### src/rtl/io_port_unit_pkg.sv
// rtl/io_port_unit_pkg.sv - shared defaults and control-word strobe positions for the I/O port unit
package io_port_unit_pkg;

    localparam int DEFAULT_DATA_W = 16;
    localparam int DEFAULT_DEPTH  = 4;

    // Control-word layout shared with the control unit
    localparam int CTRL_W         = 16;
    localparam int CTRL_IO_RD_BIT = 12;
    localparam int CTRL_IO_WR_BIT = 13;

    typedef struct packed {
        logic in_underrun;
        logic out_overrun;
    } io_flags_t;

    function automatic logic ctrl_io_rd(input logic [CTRL_W-1:0] cw);
        return cw[CTRL_IO_RD_BIT];
    endfunction

    function automatic logic ctrl_io_wr(input logic [CTRL_W-1:0] cw);
        return cw[CTRL_IO_WR_BIT];
    endfunction

endpackage

### src/rtl/io_port_unit_sync_fifo.sv
// rtl/io_port_unit_sync_fifo.sv - show-ahead synchronous FIFO with pass-through push at full
module sync_fifo
    import io_port_unit_pkg::*;
#(
    parameter int DATA_W = DEFAULT_DATA_W,
    parameter int DEPTH  = DEFAULT_DEPTH,
    parameter int CNT_W  = $clog2(DEPTH) + 1
) (
    input  logic              clk,
    input  logic              rst,
    input  logic              push,
    input  logic              pop,
    input  logic [DATA_W-1:0] din,
    output logic [DATA_W-1:0] dout,
    output logic [CNT_W-1:0]  count,
    output logic              full,
    output logic              empty
);

    localparam int PTR_W = $clog2(DEPTH);

    logic [DATA_W-1:0] mem [DEPTH];
    logic [PTR_W-1:0]  rd_ptr;
    logic [PTR_W-1:0]  wr_ptr;
    logic              do_push;
    logic              do_pop;

    assign empty   = (count == '0);
    assign full    = (count == CNT_W'(DEPTH));
    assign do_pop  = pop && !empty;
    // A full FIFO still accepts a push when the head leaves in the same cycle
    assign do_push = push && (!full || do_pop);
    assign dout    = empty ? '0 : mem[rd_ptr];

    always_ff @(posedge clk) begin
        if (do_push) begin
            mem[wr_ptr] <= din;
        end
    end

    always_ff @(posedge clk or posedge rst) begin
        if (rst) begin
            rd_ptr <= '0;
            wr_ptr <= '0;
            count  <= '0;
        end else begin
            if (do_push) begin
                wr_ptr <= wr_ptr + 1'b1;
            end
            if (do_pop) begin
                rd_ptr <= rd_ptr + 1'b1;
            end
            case ({do_push, do_pop})
                2'b10:   count <= count + 1'b1;
                2'b01:   count <= count - 1'b1;
                default: count <= count;
            endcase
        end
    end

endmodule

### src/rtl/io_port_unit.sv
// rtl/io_port_unit.sv - IN/OUT instruction I/O stage: two FIFOs, handshake glue and sticky error flags
module io_port_unit
    import io_port_unit_pkg::*;
#(
    parameter int DATA_W = DEFAULT_DATA_W,
    parameter int DEPTH  = DEFAULT_DEPTH,
    parameter int CNT_W  = $clog2(DEPTH) + 1
) (
    input  logic              clk,
    input  logic              rst,
    input  logic              io_rd,
    input  logic              io_wr,
    input  logic [DATA_W-1:0] wdata,
    output logic [DATA_W-1:0] rdata,
    input  logic              clr_flags,
    input  logic [DATA_W-1:0] ext_in_data,
    input  logic              ext_in_valid,
    output logic              ext_in_ready,
    output logic [DATA_W-1:0] ext_out_data,
    output logic              ext_out_valid,
    input  logic              ext_out_ready,
    output logic [CNT_W-1:0]  in_count,
    output logic [CNT_W-1:0]  out_count,
    output logic              in_underrun,
    output logic              out_overrun
);

    logic      in_full;
    logic      in_empty;
    logic      in_push;
    logic      out_full;
    logic      out_empty;
    logic      out_pop;
    io_flags_t flags;
    io_flags_t flags_next;

    assign ext_in_ready  = !in_full;
    assign in_push       = ext_in_valid && ext_in_ready;
    assign ext_out_valid = !out_empty;
    assign out_pop       = ext_out_valid && ext_out_ready;

    sync_fifo #(
        .DATA_W (DATA_W),
        .DEPTH  (DEPTH),
        .CNT_W  (CNT_W)
    ) u_in_fifo (
        .clk   (clk),
        .rst   (rst),
        .push  (in_push),
        .pop   (io_rd),
        .din   (ext_in_data),
        .dout  (rdata),
        .count (in_count),
        .full  (in_full),
        .empty (in_empty)
    );

    sync_fifo #(
        .DATA_W (DATA_W),
        .DEPTH  (DEPTH),
        .CNT_W  (CNT_W)
    ) u_out_fifo (
        .clk   (clk),
        .rst   (rst),
        .push  (io_wr),
        .pop   (out_pop),
        .din   (wdata),
        .dout  (ext_out_data),
        .count (out_count),
        .full  (out_full),
        .empty (out_empty)
    );

    // Setting an error wins over a clear arriving in the same cycle
    always_comb begin
        flags_next             = flags;
        flags_next.in_underrun = (io_rd && in_empty)
                               || (flags.in_underrun && !clr_flags);
        flags_next.out_overrun = (io_wr && out_full && !out_pop)
                               || (flags.out_overrun && !clr_flags);
    end

    always_ff @(posedge clk or posedge rst) begin
        if (rst) begin
            flags <= '0;
        end else begin
            flags <= flags_next;
        end
    end

    assign in_underrun = flags.in_underrun;
    assign out_overrun = flags.out_overrun;

endmodule

### config.mk
export PLATFORM = sky130hd
export DESIGN_NAME = io_port_unit
export DESIGN_NICKNAME = d
export VERILOG_FILES = /design/src/rtl/io_port_unit_pkg.sv /design/src/rtl/io_port_unit_sync_fifo.sv /design/src/rtl/io_port_unit.sv
export SDC_FILE = /design/constraint.sdc
export NUM_CORES = 1
export LEC_CHECK = 0
export CAP_MARGIN = 15
export CORE_UTILIZATION = 49
export DETAILED_ROUTE_END_ITERATION = 6
export PLACE_DENSITY = 0.75
export SYNTH_ARGS = -nofsm -noshare
export SYNTH_HDL_FRONTEND = slang
export SYNTH_HIERARCHICAL = 1
export SYNTH_SLANG_ARGS = --single-unit
### constraint.sdc
create_clock -name clk -period 2.7 [get_ports clk]
set_input_delay 0.54 -clock clk [delete_from_list [all_inputs] [get_ports clk]]
set_output_delay 0.54 -clock clk [all_outputs]
set_load 0.01 [all_outputs]
==> results.ini <==
[status]
status=complete, but fails checks
violations=design-rule violations

[routing]
wirelength_um=10680
drc_errors=9
antenna_left=0
drt_iter0_drc=162
first_pass_iters=7
viasPerCell=5.201
wl_per_cell_um=18.38
via_count=3022

[sta]
tns_ns=0
clock_skew_ns=0.008962
max_freq_mhz=380.2
period_share_pct=97.42
hold_viol=0
setup-violations-final=0
period_minus_slack_ns=2.630
worst_pin_slew_ns=0.4610
max-slew-margin-rel_pct=69.27
drv_slew=0

[setup_path]
startpoint_type=flip-flop
ff2ff_path_depth=11
cp_max_fo=8
r2r_start=u_in_fifo/count[0]$_DFFE_PP0P_
arrival_ns=2.09
r2r-end=u_in_fifo/count[2]$_DFFE_PP0P_
criticalPathCategory=flip-flop to primary output
r2r_slack_ns=0.36
worstSetupEndpointType=primary output
critical_path_required_ns=2.16

[clock_network]
clock-sinks=144
clkTransAtPathRegs_ns=0.06
cts_made_buffers=17
ctsHtreeMaxLevel=4
clk_path_buf_depth=2
worstSkewPairLatency_ns=0.42
cts_tree=done
hold_buffers=0
cts-root-buf=clkbuf_16

[grt]
grt_use_total_pct=18.81
grt_pass1_vias=3326
grt_max_degree=20
overflow=0
grt_pass1_wl_um=17080
antenna_found_initial=0

[finish]
fillerInstances=802
area.growth.synth_to_final_pct=30.33
num_antenna_cells=0
final_cell_count_no_fill=581
drive_gt1_share_pct=23.74
ff_latch_area_um2=4244
nNetsFinal=475
multi_input_area_um2=1514

[power]
max-vdd-ir-drop_uv=693.9
p_leak_nw=2.912
report.power.total_mw=9.012
power_density_nw_per_um2=1170

[yosys]
synth_top_area_cell=edfxtp_1
synthFlopType=edfxtp_1
synth-seq-area-share_pct=71.79
synth-seq-cells=144
async_reset_ff_share_pct=11.11
synth-edff-count=128
synth_area_leaders=edfxtp_1, mux4_2, dfrtp_1
yosysUniqueCellTypes=36
ys_warn_count=6
synth_common_cells=edfxtp_1, nor2b_1, mux4_2
syn_nets=360
avgSynthCellArea_um2=19.07
syn_inst=310
syn_area_um2=5912
yosysMostFrequentCell=edfxtp_1
synth_top_area_share_pct=65.02

[floorplanning]
coreArea_um2=11560
die_x_um=111.8
fp.dieH_um=111.8
die_area_um2=12510
num_rows=39
pin_count=81
start_util_pct=51.12

[min_path]
hold_class=input pin to asynchronous set/reset pin

[placement]
dp_cells=535
place_hpwl_um=6694
gp_congestion=0.7077
io_buffers=80

[job]
drv_cap=0

[worst max-delay path by stage]
| stage | cells after the start | from | endpoint |
|---|---|---|---|
| floorplan | 10 | u_out_fifo/count[0]$_DFFE_PP0P_ | u_out_fifo/count[2]$_DFFE_PP0P_ |
| global placement | 8 | ext_out_ready | u_out_fifo/count[2]$_DFFE_PP0P_ |
| detailed placement | 8 | io_rd | u_in_fifo/count[2]$_DFFE_PP0P_ |
| CTS | 4 | u_in_fifo/rd_ptr[0]$_DFFE_PP0P_ | rdata[10] |
| global route | 4 | u_in_fifo/rd_ptr[0]$_DFFE_PP0P_ | rdata[13] |
| finish | 4 | u_in_fifo/rd_ptr[0]$_DFFE_PP0P_ | rdata[12] |
[cell type report]
class | count | share of cell area (%)
sequential | 144 | 55.08
multi-input combinational | 134 | 19.65
timing repair buffer | 108 | 13.93
clock buffer | 18 | 5.570
clock inverter | 14 | 2.468
tap | 143 | 2.322
inverter | 20 | 0.9743
[layer usage]
layer / vias to the layer above / global-route usage (%) / part of all wire [%]
met3: 11 / 7.022 / 6.0
met2: 78 / 31.14 / 51
met5: - / 0 / 0
li1: 1406 / - / -
met1: 1527 / 22.07 / 42
met4: 0 / 8.108 / 1.2
[cells by family after synthesis]
| logic type | synth area share [%] |
|---|---|
| DFF | 71.79 |
| and+or+nand+nor | 6.878 |
| muxes | 12.87 |
| buffers and inverters | 2.603 |
| AOI/OAI and AO/OA | 1.651 |
| xor gates and xnor gates | 1.630 |
| adders and majority gates | 2.582 |
[critical path, cell delays in order (launching register included)]
cell and delay [ns]:
dfrtp_1 0.40, buf_6 0.16, mux4_2 0.48, nor2b_1 0.14, clkdlybuf4s50_1 0.48
[stage by stage]
| stage | hold WS [ns] | utilization (%) | setup WS, ns | instance area [µm²] |
|---|---|---|---|---|
| after floorplan | 0.2812 | - | 0.1422 | 5912 |
| after global placement | 0.4983 | 60.03 | 0.2554 | 6943 |
| after detailed placement | 0.5095 | 60.03 | 0.2186 | 6943 |
| after CTS | 0.3585 | 65.38 | -0.01298 | 7561 |
| after global routing | 0.3582 | 66.62 | -0.01271 | 7705 |
| final | 0.3680 | 66.62 | 0.06979 | 7705 |
[flip-flops by register name, indices dropped and copies added (netlist names)]
| name | flops |
|---|---|
| u_in_fifo/rd_ptr | 2 |
| out_overrun | 1 |
| in_underrun | 1 |
| u_out_fifo/count | 3 |
| u_in_fifo/wr_ptr | 2 |
| u_in_fifo/count | 3 |
| u_out_fifo/mem | 64 |
| u_out_fifo/wr_ptr | 2 |
| u_out_fifo/rd_ptr | 2 |
| u_in_fifo/mem | 64 |
[where the power goes]
part / switching [mW] / total [mW] / internal [mW]
registers: 0.216 / 3.20 / 2.98
clock network: 0.882 / 2.42 / 1.54
logic: 1.52 / 3.39 / 1.87
total: 2.62 / 9.01 / 6.39
[layout by cell type, fill, tap and decap left out, types with 3 or more instances in the layout]
master,count
nor2_1,7
ha_1,9
and2_2,4
inv_1,20
buf_4,23
nand2_1,6
clkbuf_16,17
and2_1,4
dlymetal6s2s_1,12
nor2b_1,34
dlygate4sd2_1,13
clkdlybuf4s50_1,55
edfxtp_1,128
bufinv_16,4
mux4_2,32
buf_12,3
xor2_1,6
clkinvlp_4,4
xnor2_1,5
dfrtp_1,16
[timing repair]
item	CTS	global route
setup buffers	1	13
resized for setup	15	13
setup endpoints to repair	27	19
Note: power is estimated with default switching activity, not from simulation.
